## config.mk

```make
export PLATFORM = sky130hd
export DESIGN_NAME = pirdsp_mult_scheduler
export DESIGN_NICKNAME = d
export VERILOG_FILES = /design/src/rtl/pirdsp_mult_pkg.sv /design/src/rtl/pirdsp_resp_fifo.sv /design/src/rtl/pirdsp_mult_scheduler.sv
export SDC_FILE = /design/constraint.sdc
export NUM_CORES = 1
export LEC_CHECK = 0
export ABC_AREA = 0
export CAP_MARGIN = 20
export CORE_ASPECT_RATIO = 1.75
export CORE_MARGIN = 2
export CORE_UTILIZATION = 45
export DETAILED_ROUTE_END_ITERATION = 10
export PLACE_DENSITY = 0.76
export SETUP_SLACK_MARGIN = 0.2
export SLEW_MARGIN = 20
export SYNTH_ARGS = -nofsm -noshare
export SYNTH_HDL_FRONTEND = slang
export SYNTH_SLANG_ARGS = --single-unit
```

## constraint.sdc

```tcl
create_clock -name clk -period 3 [get_ports clk]
set_input_delay 0.6 -clock clk [delete_from_list [all_inputs] [get_ports clk]]
set_output_delay 0.6 -clock clk [all_outputs]
set_load 0.01 [all_outputs]
```

## src/rtl/pirdsp_mult_pkg.sv

```systemverilog
// Shared constants and the fixed-width result payload for the PIRDSP multiplier scheduler.
package pirdsp_mult_pkg;

   localparam logic MODE_27X18   = 1'b0;
   localparam logic MODE_SUM_9X9 = 1'b1;

   localparam int OPND_W  = 54;
   localparam int RES_W   = 45;
   localparam int CARRY_W = 4;

   // Result fields captured from the multiplier. The {id, tag} wrapper lives in the
   // top because the tag width is a top-level parameter.
   typedef struct packed {
      logic [RES_W-1:0]   res0;
      logic [RES_W-1:0]   res1;
      logic [CARRY_W-1:0] carry;
   } resp_data_t;

endpackage

```

## src/rtl/pirdsp_resp_fifo.sv

```systemverilog
// Synchronous show-ahead FIFO: head is valid whenever not_empty, with no push-to-head bypass.
module pirdsp_resp_fifo #(
   parameter int  DEPTH   = 4,
   parameter type entry_t = logic [7:0]
) (
   input  logic                     clk,
   input  logic                     reset,
   input  logic                     push,
   input  entry_t                   push_data,
   input  logic                     pop,
   output entry_t                   head,
   output logic                     not_empty,
   output logic [$clog2(DEPTH):0]   count
);

   localparam int AW = $clog2(DEPTH);
   localparam logic [AW:0] FULL_CNT = (AW+1)'(DEPTH);

   entry_t          mem [DEPTH];
   logic [AW-1:0]   wr_ptr_reg;
   logic [AW-1:0]   rd_ptr_reg;
   logic [AW:0]     count_reg;
   logic            do_pop;

   assign do_pop    = pop & (count_reg != '0);
   assign not_empty = (count_reg != '0);
   assign count     = count_reg;
   assign head      = mem[rd_ptr_reg];

   // Storage write; contents need no reset since count gates visibility.
   always_ff @(posedge clk) begin
      if (push) begin
         mem[wr_ptr_reg] <= push_data;
      end
   end

   // Pointer and occupancy bookkeeping; depth is a power of two so pointers wrap naturally.
   always_ff @(posedge clk) begin
      if (reset) begin
         wr_ptr_reg <= '0;
         rd_ptr_reg <= '0;
         count_reg  <= '0;
      end else begin
         if (push) wr_ptr_reg <= wr_ptr_reg + 1'b1;
         if (do_pop) rd_ptr_reg <= rd_ptr_reg + 1'b1;
         case ({push, do_pop})
            2'b10:   count_reg <= count_reg + 1'b1;
            2'b01:   count_reg <= count_reg - 1'b1;
            default: count_reg <= count_reg;
         endcase
      end
   end

   // Upstream credit logic must never push into a full FIFO.
   always_ff @(posedge clk) begin
      if (!reset && push) begin
         assert (count_reg < FULL_CNT);
      end
   end

endmodule

```

## src/rtl/pirdsp_mult_scheduler.sv

```systemverilog
// Two-port round-robin scheduler for one shared PIRDSP multiplier with fixed-latency
// result capture and a credit-protected, tagged response FIFO.
module pirdsp_mult_scheduler
   import pirdsp_mult_pkg::*;
#(
   parameter int MULT_LAT   = 1,
   parameter int FIFO_DEPTH = 4,
   parameter int TAG_W      = 4
) (
   input  logic                          clk,
   input  logic                          reset,
   input  logic                          s0_valid,
   output logic                          s0_ready,
   input  logic [OPND_W-1:0]             s0_a,
   input  logic [OPND_W-1:0]             s0_b,
   input  logic                          s0_a_sign,
   input  logic                          s0_b_sign,
   input  logic                          s0_mode,
   input  logic [TAG_W-1:0]              s0_tag,
   input  logic                          s1_valid,
   output logic                          s1_ready,
   input  logic [OPND_W-1:0]             s1_a,
   input  logic [OPND_W-1:0]             s1_b,
   input  logic                          s1_a_sign,
   input  logic                          s1_b_sign,
   input  logic                          s1_mode,
   input  logic [TAG_W-1:0]              s1_tag,
   output logic [OPND_W-1:0]             m_a,
   output logic [OPND_W-1:0]             m_b,
   output logic                          m_a_sign,
   output logic                          m_b_sign,
   output logic                          m_mode,
   input  logic [RES_W-1:0]              m_result_0,
   input  logic [RES_W-1:0]              m_result_1,
   input  logic [CARRY_W-1:0]            m_result_carry,
   output logic                          r_valid,
   input  logic                          r_ready,
   output logic                          r_id,
   output logic [TAG_W-1:0]              r_tag,
   output logic [RES_W-1:0]              r_result_0,
   output logic [RES_W-1:0]              r_result_1,
   output logic [CARRY_W-1:0]            r_carry,
   output logic [$clog2(FIFO_DEPTH):0]   inflight
);

   localparam int CW = $clog2(FIFO_DEPTH) + 1;

   typedef struct packed {
      logic             id;
      logic [TAG_W-1:0] tag;
      resp_data_t       data;
   } resp_entry_t;

   logic [CW-1:0]    inflight_reg, inflight_next;
   logic             last_grant_reg;
   logic             grant0, grant1, credit_ok, issue, issue_id, pop;

   logic             pipe_valid_reg [MULT_LAT];
   logic             pipe_id_reg    [MULT_LAT];
   logic [TAG_W-1:0] pipe_tag_reg   [MULT_LAT];

   logic             cap_valid_reg;
   resp_entry_t      cap_entry_reg;
   resp_entry_t      head;
   logic [CW-1:0]    fifo_count;

   // Every op in the latency pipe, capture stage or FIFO holds a credit, so a push always fits.
   assign credit_ok = (inflight_reg < CW'(FIFO_DEPTH));

   // Round robin: a lone requester wins; on contention the port not granted last wins.
   always_comb begin
      grant0 = s0_valid & (~s1_valid | last_grant_reg);
      grant1 = s1_valid & (~s0_valid | ~last_grant_reg);
   end

   assign s0_ready = grant0 & credit_ok & ~reset;
   assign s1_ready = grant1 & credit_ok & ~reset;
   assign issue    = s0_ready | s1_ready;
   assign issue_id = s1_ready;
   assign pop      = r_valid & r_ready;
   assign inflight = inflight_reg;

   // Credit counter next value: issue adds, pop removes, both together cancel.
   always_comb begin
      inflight_next = inflight_reg;
      case ({issue, pop})
         2'b10:   inflight_next = inflight_reg + 1'b1;
         2'b01:   inflight_next = inflight_reg - 1'b1;
         default: inflight_next = inflight_reg;
      endcase
   end

   // Credit counter and round-robin pointer (reset favours port 0).
   always_ff @(posedge clk) begin
      if (reset) begin
         inflight_reg   <= '0;
         last_grant_reg <= 1'b1;
      end else begin
         inflight_reg <= inflight_next;
         if (issue) last_grant_reg <= issue_id;
      end
   end

   // Registered multiplier operands; they hold between issues.
   always_ff @(posedge clk) begin
      if (reset) begin
         m_a      <= '0;
         m_b      <= '0;
         m_a_sign <= 1'b0;
         m_b_sign <= 1'b0;
         m_mode   <= MODE_27X18;
      end else if (issue) begin
         m_a      <= issue_id ? s1_a      : s0_a;
         m_b      <= issue_id ? s1_b      : s0_b;
         m_a_sign <= issue_id ? s1_a_sign : s0_a_sign;
         m_b_sign <= issue_id ? s1_b_sign : s0_b_sign;
         m_mode   <= issue_id ? s1_mode   : s0_mode;
      end
   end

   // Latency pipe stage 0: a tagged entry on issue, otherwise a bubble.
   always_ff @(posedge clk) begin
      if (reset) begin
         pipe_valid_reg[0] <= 1'b0;
      end else begin
         pipe_valid_reg[0] <= issue;
      end
      pipe_id_reg[0]  <= issue_id;
      pipe_tag_reg[0] <= issue_id ? s1_tag : s0_tag;
   end

   // Remaining latency pipe stages, one per multiplier latency edge.
   generate
      for (genvar gi = 1; gi < MULT_LAT; gi++) begin : g_pipe
         always_ff @(posedge clk) begin
            if (reset) begin
               pipe_valid_reg[gi] <= 1'b0;
            end else begin
               pipe_valid_reg[gi] <= pipe_valid_reg[gi-1];
            end
            pipe_id_reg[gi]  <= pipe_id_reg[gi-1];
            pipe_tag_reg[gi] <= pipe_tag_reg[gi-1];
         end
      end
   endgenerate

   // Sample the multiplier outputs on the edge the pipe head says they belong to an op.
   always_ff @(posedge clk) begin
      if (reset) begin
         cap_valid_reg <= 1'b0;
      end else begin
         cap_valid_reg <= pipe_valid_reg[MULT_LAT-1];
      end
      if (pipe_valid_reg[MULT_LAT-1]) begin
         cap_entry_reg.id         <= pipe_id_reg[MULT_LAT-1];
         cap_entry_reg.tag        <= pipe_tag_reg[MULT_LAT-1];
         cap_entry_reg.data.res0  <= m_result_0;
         cap_entry_reg.data.res1  <= m_result_1;
         cap_entry_reg.data.carry <= m_result_carry;
      end
   end

   pirdsp_resp_fifo #(
      .DEPTH   (FIFO_DEPTH),
      .entry_t (resp_entry_t)
   ) u_fifo (
      .clk       (clk),
      .reset     (reset),
      .push      (cap_valid_reg),
      .push_data (cap_entry_reg),
      .pop       (pop),
      .head      (head),
      .not_empty (r_valid),
      .count     (fifo_count)
   );

   assign r_id       = head.id;
   assign r_tag      = head.tag;
   assign r_result_0 = head.data.res0;
   assign r_result_1 = head.data.res1;
   assign r_carry    = head.data.carry;

   // Buffered responses can never outnumber the credits held.
   always_ff @(posedge clk) begin
      if (!reset) begin
         assert (fifo_count <= inflight_reg);
      end
   end

endmodule
```

==> results of run 1 <==
## per-layer routing
metal / part of all wire [%] / GRT usage (%)
met1: 36 / 29.5
met3: 11 / 7.28
met5: 0.20 / 0
met4: 3.8 / 9.25
met2: 49 / 39.1
## power by group
group	switching (mW)	internal (mW)
Sequential	0.403	10.1
Clock	3.11	3.73
Combinational	2.74	3.07
## cell usage after synthesis (all sizes together), types with 2 or more instances
cell	count	area, um2
edfxtp	495	14900
mux4	99	2230
inv	12	45.0
fa	2	40.0
a311oi	111	1410
nand4	111	694
and2	5	31.3
xnor2	2	17.5
o21ai	113	566
dfxtp	131	2620
mux2	4	45.0
a21oi	115	576
nor2	13	51.3
clkbuf	88	330
ha	6	75.1
or3	3	18.8
buf	47	288
xor2	5	43.8
## repair_timing
item                       CTS  global route
gates resized for setup    163            60
setup endpoints to repair   98            61
cloned                       6             3
setup buffers               12             4
## path summary, 6_finish.rpt
check / startpoint / endpoint / slack (ps)
worst max-delay path: register / r_tag[3] / 240
worst min-delay path: pipe_tag_reg[0][0] / cap_entry_reg[94] / 410
worst max register to register: inflight[2] / inflight[2] / 920
worst min register to register: pipe_tag_reg[0][0] / cap_entry_reg[94] / 410
## final cells by class
class	instances	area share [%]
diodes	15	0.117
well taps	684	2.66
repair buffers	603	19.1
multi-input cells	600	18.3
clock buffers	65	4.29
inverters	12	0.140
clock inverters	33	0.994
flip-flops and latches	626	54.3
## stage by stage
| stage | instance area, um2 | power, mW | util [%] | instances | hold WS (ps) |
|---|---|---|---|---|---|
| 5_1_grt | 32200 | 24.0 | 60.6 | 2630 | 412 |
| 6_report | 32200 | 23.1 | 60.7 | 2638 | 406 |
| 2_1_floorplan | 24000 | 13.4 | - | 1373 | 386 |
| 3_3_place_gp | 30200 | 16.0 | 56.9 | 2500 | 387 |
| 3_5_place_dp | 30200 | 16.1 | 56.9 | 2500 | 391 |
| 4_1_cts | 32100 | 23.2 | 60.5 | 2616 | 406 |
## cell families after synthesis
family                     share of synthesized area (%)
DFF                                                 72.8
AOI/OAI and AO/OA                                   10.8
buffers and inverters                               2.76
and+or+nand+nor                                     3.43
muxes                                               9.51
adders and majority gates                          0.479
xor gates and xnor gates                           0.255
## worst max-delay path: stages (launching register included)
cell	delay [ps]
dfxtp_4	370
buf_12	170
clkbuf_16	180
mux4_2	560
clkdlybuf4s15_2	270
==> results.json, run 1 <==
{
  "antenna_left": 0,
  "startpoint_type": "register",
  "finalWorstSetupSlack_ps": 242,
  "clock-root-buffer": "clkbuf_16",
  "final.setup_skew_ps": 18.6,
  "cts_tree": "yes",
  "grt_usage_pct": 23.8,
  "synth_edf_count": 495,
  "drive_gt1_share_pct": 18.8,
  "synthFlopType": "edfxtp_1",
  "portBuffers": 544,
  "yosys_register_bits": 626,
  "netlist_instances": 1373,
  "min_period_over_period_pct": 91.9,
  "final_cell_mix": "edfxtp_1 (495), clkdlybuf4s50_1 (442), dfxtp_1 (128), a21oi_1 (115), o21ai_0 (113)",
  "final_common_cell": "edfxtp_1",
  "drv_cap": 0,
  "hold_viol_final": 0,
  "nets": 2233,
  "crit_path_end_kind": "output pin",
  "preCtsSetupSlack_ps": 186,
  "irDropWorstVdd_uv": 466,
  "area_growth_pct": 34.1,
  "antenna_found_initial": 30,
  "grt_overflow": 0,
  "core-area_um2": 53100,
  "dr.pass1.iters": 5,
  "min_path_cells": 0,
  "cp.arrival_ps": 2160,
  "clock_latency_ps": 600,
  "start_util_pct": 45.2,
  "status": "completed",
  "crit_path_max_fanout": 6,
  "clock_sinks": 626,
  "grt_max_degree": 157,
  "via_count": 15300,
  "relSlewSlack_pct": 39.6,
  "seq_area_um2": 17500,
  "synthesis.area_um2": 24000,
  "post-route-drc-count": 0,
  "yosysUniqueCellTypes": 35,
  "setup_viol": 0,
  "tightest_slew_ps": 906,
  "multiInputGateArea_um2": 5910,
  "max_freq_ghz": 0.363,
  "final_max_slew_viol_count": 0,
  "largest_register_ffs": 396,
  "num_rows": 112,
  "clk_path_buf_depth": 3,
  "setup_tns_ps": 0,
  "place.gp.congestion": 0.828,
  "clk_pin_slew_ps": 70,
  "syn_avg_cell_area_um2": 17.5,
  "power_density_nw_per_um2": 718,
  "avgViaCountPerCell": 5.79,
  "crit_type": "reg2out",
  "die_y_um": 310,
  "drt-initial-drc-count": 1260,
  "ios": 545,
  "grt_pass1_wl_um": 97200,
  "die_w_um": 179,
  "worstPathRequired_ps": 2400,
  "cts_hold_buf": 0,
  "drt_wl_total_um": 68400,
  "fill_cells": 3820,
  "power_leakage_nw": 10.4,
  "grt_pass1_vias": 15400,
  "r2r_cells": 9,
  "dpl.hpwl_um": 44000,
  "synth_fp_nets": 1710,
  "async_reset_ff_share_pct": 0,
  "cts_inserted_buffers": 53,
  "synth-seq-area-share_pct": 72.8,
  "rsz0062_at_grt": "yes",
  "htreeDepth": 2,
  "wire_per_inst_um": 25.9,
  "period_minus_slack_ps": 2760,
  "hp-class": "reg2reg",
  "die_area_um2": 55300,
  "ys_warn_count": 0
}
Note: power is estimated with default switching activity, not from simulation.
==> inputs of run 2 (changes only) <==
--- a/config.mk
+++ b/config.mk
@@ -11,9 +11,11 @@
 export CORE_MARGIN = 2
 export CORE_UTILIZATION = 45
 export DETAILED_ROUTE_END_ITERATION = 10
+export GPL_ROUTABILITY_DRIVEN = 0
 export PLACE_DENSITY = 0.76
 export SETUP_SLACK_MARGIN = 0.2
 export SLEW_MARGIN = 20
 export SYNTH_ARGS = -nofsm -noshare
 export SYNTH_HDL_FRONTEND = slang
+export SYNTH_HIERARCHICAL = 1
 export SYNTH_SLANG_ARGS = --single-unit
==> results.json, run 2 <==
{
  "status": "completed",
  "fill_cells": 3780,
  "max_freq_ghz": 0.350,
  "grt_overflow": 0,
  "yosysUniqueCellTypes": 34,
  "synth_edf_count": 495,
  "setup_tns_ps": 0,
  "cts_inserted_buffers": 54,
  "ios": 545,
  "grt.busiest_layer": "met2",
  "antenna_left": 0,
  "drive_gt1_share_pct": 22.7,
  "use_met3_pct": 6.78,
  "ys_warn_count": 6,
  "clk_pin_slew_ps": 70,
  "num_rows": 112,
  "grt_pass1_vias": 16000,
  "tightest_slew_ps": 945,
  "netlist_instances": 1374,
  "r2r-start": "u_fifo/count[0]",
  "grt_max_degree": 128,
  "synth.most_common_cell": "edfxtp_1",
  "die_area_um2": 55400,
  "crit_path_end_kind": "output pin",
  "synthesis.area_um2": 24100,
  "slowest_delay_ps": 510,
  "clock_latency_ps": 620,
  "cp_top_family": "buffers and inverters",
  "cp.depth": 7,
  "final.setup_skew_ps": 28.6,
  "r2r-end": "u_fifo/count[2]",
  "async_reset_ff_share_pct": 0,
  "irDropWorstVdd_uv": 487,
  "clock_sinks": 626,
  "largest_register_ffs": 396,
  "drv_cap": 0,
  "period_minus_slack_ps": 2850,
  "crit_slowest_cell": "mux4_2",
  "fin_area_um2": 32600,
  "preCtsSetupSlack_ps": 146,
  "grt_usage_pct": 25.3,
  "dr.pass1.iters": 5,
  "post-route-drc-count": 0,
  "power_leakage_nw": 10.5,
  "via_count": 15600,
  "nets": 2257,
  "portBuffers": 544,
  "final_cell_mix": "edfxtp_1 (495), clkdlybuf4s50_1 (442), dfxtp_1 (128), a21oi_1 (115), o21ai_0 (113)",
  "setup_viol": 0,
  "hold_viol_final": 0,
  "path_buf_inv": 6,
  "synth.top_cell.area_share_pct": 61.8,
  "avgViaCountPerCell": 5.86,
  "dpl.hpwl_um": 45700,
  "dpl_cell_area_um2": 30300,
  "cp.arrival_ps": 2250,
  "relSlewSlack_pct": 37.0,
  "die_y_um": 310,
  "drt-initial-drc-count": 1336,
  "cts_tree": "yes",
  "cts_hold_buf": 0,
  "final_max_slew_viol_count": 0,
  "synth_fp_nets": 1711,
  "core-area_um2": 53100,
  "synth_top_area_cell": "edfxtp_1",
  "area_growth_pct": 35.4,
  "met2_usage_pct": 42.3,
  "hp-class": "in2reg",
  "crit_type": "reg2out",
  "grt_pass1_wl_um": 103000,
  "synth-seq-area-share_pct": 72.7,
  "r2r_cells": 9,
  "startpoint_type": "register",
  "clock-root-buffer": "clkbuf_16",
  "use_met1_pct": 31.3,
  "synthFlopType": "edfxtp_1",
  "start_util_pct": 45.3,
  "finalWorstSetupSlack_ps": 145,
  "final_common_cell": "edfxtp_1",
  "wire_per_inst_um": 27.6,
  "yosys_register_bits": 626,
  "crit_path_cell_trace": "buf_6 > buf_16 > buf_12 > buf_16 > buf_4 > mux4_2 > buf_6",
  "antenna_found_initial": 14,
  "die_w_um": 179,
  "synth_common_cells": "edfxtp_1 (495), dfxtp_1 (131), a21oi_1 (115)",
  "power_density_nw_per_um2": 611,
  "min_period_over_period_pct": 95.2,
  "cp-endpoint": "r_result_0[42]",
  "htreeDepth": 2,
  "r2r_setup_slack_ps": 570,
  "crit_path_max_fanout": 7,
  "finalNonFillerCells": 2659,
  "clk_path_buf_depth": 3,
  "worstPathRequired_ps": 2400,
  "worstHoldStart": "s1_valid",
  "syn_avg_cell_area_um2": 17.5,
  "rsz0062_at_grt": "yes",
  "drt_wl_total_um": 73300,
  "dp_cells": 2506,
  "synth.area.top_cells": "edfxtp_1 (62%), dfxtp_1 (11%), mux4_2 (9.3%)"
}
-- run 2: stage by stage --
stage	power [mW]	hold WS, ps	util [%]
final	19.9	352	61.3
after global routing	20.5	352	61.3
after CTS	20.0	324	61.1
after detailed placement	12.6	393	57.0
after global placement	12.5	389	57.0
after floorplan	11.2	386	-
-- run 2: worst min path at each step --
stage                        endpoint  slack, ps  cells past startpoint
finish                        m_b[53]        350                      3
global route                  m_b[53]        350                      3
CTS                           m_b[53]        320                      3
detailed placement  cap_entry_reg[95]        390                      0
global placement    cap_entry_reg[98]        390                      0
floorplan           cap_entry_reg[94]        390                      0
-- run 2: cell families after synthesis --
family / synth area share (%)
flip-flops: 72.7
AO/OA/AOI/OAI: 10.8
buffers and inverters: 2.88
AND/OR/NAND/NOR: 3.45
multiplexers: 9.50
adder cells (fa/ha/maj): 0.478
XOR/XNOR: 0.255
-- run 2: worst min-delay path, stage by stage --
cell	delay, ps
buf_4	160
nand4_1	80
a311oi_1	80
-- run 2: layer usage --
layer  vias up  part of all wire (%)
met5         -                  0.11
met4        12                   3.3
met3       117                   9.6
met2       833                    50
met1      7860                    37
li1       6767                     -
-- run 2: area by class of cell --
cell class              count  area (um2)  area share, %
flip-flops and latches    626       17500           53.7
clock inverters            44         552           1.69
inverters                  13        48.8          0.150
well taps                 684         856           2.63
clock buffers              57        1360           4.18
diodes                     10        25.0         0.0768
multi-input cells         600        5910           18.1
repair buffers            625        6330           19.4
-- run 2: where the power goes --
group          total [mW]  internal, mW  switching (mW)
clock                7.52          4.22            3.29
combinational        2.34          1.18            1.16
sequential           10.1          9.80           0.257
total                19.9          15.2            4.71
-- run 2: repair_timing --
| action | CTS | global route |
|---|---|---|
| pin swaps | 0 | 0 |
| endpoints found under the setup margin | 99 | 70 |
| setup buffers | 18 | 12 |
| gates cloned | 7 | 5 |
| gates resized for setup | 241 | 98 |
==> inputs of run 3 (changes only) <==
--- a/config.mk
+++ b/config.mk
@@ -6,13 +6,12 @@
 export NUM_CORES = 1
 export LEC_CHECK = 0
 export ABC_AREA = 0
-export CAP_MARGIN = 20
 export CORE_ASPECT_RATIO = 1.75
-export CORE_MARGIN = 2
+export CORE_MARGIN = 3
 export CORE_UTILIZATION = 45
 export DETAILED_ROUTE_END_ITERATION = 10
 export GPL_ROUTABILITY_DRIVEN = 0
-export PLACE_DENSITY = 0.76
+export PLACE_DENSITY_LB_ADDON = 0.25
 export SETUP_SLACK_MARGIN = 0.2
 export SLEW_MARGIN = 20
 export SYNTH_ARGS = -nofsm -noshare
==> results.json, run 3 (same netlist as run 2, synthesis figures left out) <==
{
  "use_met3_pct": 7.21,
  "grt_overflow": 0,
  "relSlewSlack_pct": 46.9,
  "antenna_left": 0,
  "grt_usage_pct": 23.4,
  "largest_register_ffs": 396,
  "via_count": 15300,
  "drt_wl_total_um": 68800,
  "use_met1_pct": 30.6,
  "die_w_um": 181,
  "clk_pin_slew_ps": 70,
  "htreeDepth": 2,
  "die_y_um": 312,
  "finalWorstSetupSlack_ps": 214,
  "drt-initial-drc-count": 1012,
  "finalNonFillerCells": 2638,
  "crit_type": "reg2out",
  "fill_cells": 3815,
  "cp.arrival_ps": 2190,
  "wire_per_inst_um": 26.1,
  "crit_path_cell_trace": "buf_12 > buf_4 > buf_16 > mux4_2 > dlygate4sd2_1",
  "seq_area_um2": 17500,
  "max_freq_ghz": 0.359,
  "grt_pass1_vias": 15700,
  "final_cell_mix": "edfxtp_1 (495), clkdlybuf4s50_1 (444), dfxtp_1 (128), a21oi_1 (115), o21ai_0 (113)",
  "met2_usage_pct": 36.9,
  "path_buf_inv": 4,
  "setup_viol": 0,
  "dpl_cell_area_um2": 30200,
  "worstPathRequired_ps": 2400,
  "final.setup_skew_ps": 16.9,
  "power_leakage_nw": 10.4,
  "status": "completed",
  "clock-root-buffer": "clkbuf_16",
  "grt_max_degree": 140,
  "timing.hold.ws_ps": 331,
  "post-route-util_pct": 61.5,
  "crit_slowest_cell": "mux4_2",
  "hold_viol_final": 0,
  "dr.pass1.iters": 5,
  "crit_path_max_fanout": 8,
  "hp-class": "in2reg",
  "crit_path_end_kind": "output pin",
  "report.power.total_mw": 19.8,
  "p_int_mw": 15.2,
  "clock_latency_ps": 590,
  "irDropWorstVdd_uv": 450,
  "preCtsSetupSlack_ps": 197,
  "die_area_um2": 56400,
  "area_growth_pct": 34.7,
  "min_period_over_period_pct": 92.9,
  "p_sw_mw": 4.55,
  "period_minus_slack_ps": 2790,
  "clock_sinks": 626,
  "post-route-drc-count": 0,
  "drive_gt1_share_pct": 19.8,
  "pwr-share-clk_pct": 37.8,
  "antenna_found_initial": 24,
  "final_max_slew_viol_count": 0,
  "dpl.hpwl_um": 43500,
  "final_common_cell": "edfxtp_1",
  "dp_cells": 2494,
  "cts_tree": "yes",
  "cts_inserted_buffers": 56,
  "cts_hold_buf": 0,
  "rsz0062_at_grt": "yes",
  "grt.busiest_layer": "met2",
  "p_seq_share_pct": 50.7,
  "drv_cap": 0,
  "clk_path_buf_depth": 3,
  "startpoint_type": "register",
  "slowest_delay_ps": 520,
  "setup_tns_ps": 0,
  "cp_top_family": "buffers and inverters",
  "ios": 545,
  "core-area_um2": 52600,
  "nets": 2236,
  "grt_pass1_wl_um": 101000,
  "avgViaCountPerCell": 5.79,
  "portBuffers": 544,
  "power_density_nw_per_um2": 611,
  "multiInputGateArea_um2": 5910,
  "tightest_slew_ps": 797,
  "num_rows": 111,
  "swShare_pct": 23.0,
  "fin_area_um2": 32400,
  "start_util_pct": 45.7,
  "power_frac_comb_pct": 11.5
}
-- run 3: cell count changes in the layout (fill, tap and decap cells not counted), sizes merged --
cell and delta:
buf -38, dlygate4sd2 +21, clkbuf -5, clkdlybuf4s15 +5, clkinv +4, diode +4
inv -4, clkinvlp -3, clkdlybuf4s50 +2, bufbuf +1, bufinv -1, dlymetal6s2s -1
-- run 3: area by class of cell --
type	instances	area share [%]
multi-input cells	600	18.2
clock inverters	40	1.54
flip-flops and latches	626	54.0
repair buffers	602	18.9
diodes	14	0.108
clock buffers	65	4.46
well taps	678	2.62
inverters	13	0.151
-- run 3: worst reg2reg max path: stages, from the launching register on --
cell and delay [ps]:
dfxtp_1 400, or3_1 150, and2_1 190, o31a_1 190
ha_1 210, inv_1 70, fa_1 370, xor2_1 160
or3_1 330, a21oi_1 160
-- run 3: power by group through the flow --
stage / combinational, mW / sequential [mW] / clock (mW)
5_1_grt: 2.43 / 10.1 / 7.98
4_1_cts: 2.28 / 10.0 / 7.65
2_1_floorplan: 0.937 / 10.3 / 0
3_5_place_dp: 2.30 / 10.2 / 0
3_3_place_gp: 2.29 / 10.2 / 0
6_report: 2.28 / 10.0 / 7.47
-- run 3: final timing paths --
check / start / to / slack [ps] / cells after the start
hold / removal: s1_valid / pipe_id_reg[0] / 330 / 3
setup reg to reg: u_fifo/count[0] / u_fifo/count[2] / 700 / 9
hold reg to reg: pipe_tag_reg[0][0] / cap_entry_reg[94] / 410 / 0
setup / recovery: register / r_result_1[19] / 210 / 5
-- run 3: metal layers --
metal / share of wire (%) / vias up / routed length, um
met3: 9.7 / 116 / 6670
met1: 38 / 7717 / 26400
li1: - / 6723 / -
met4: 3.7 / 6 / 2570
met2: 48 / 708 / 33100
met5: 0.049 / - / 34
-- run 3: repair_timing --
item | CTS | global route
pin swaps | 0 | 0
gates resized for setup | 162 | 92
hold endpoints to repair | 0 | 0
buffers inserted | 12 | 4
cloned | 5 | 4
setup endpoints to repair | 99 | 60
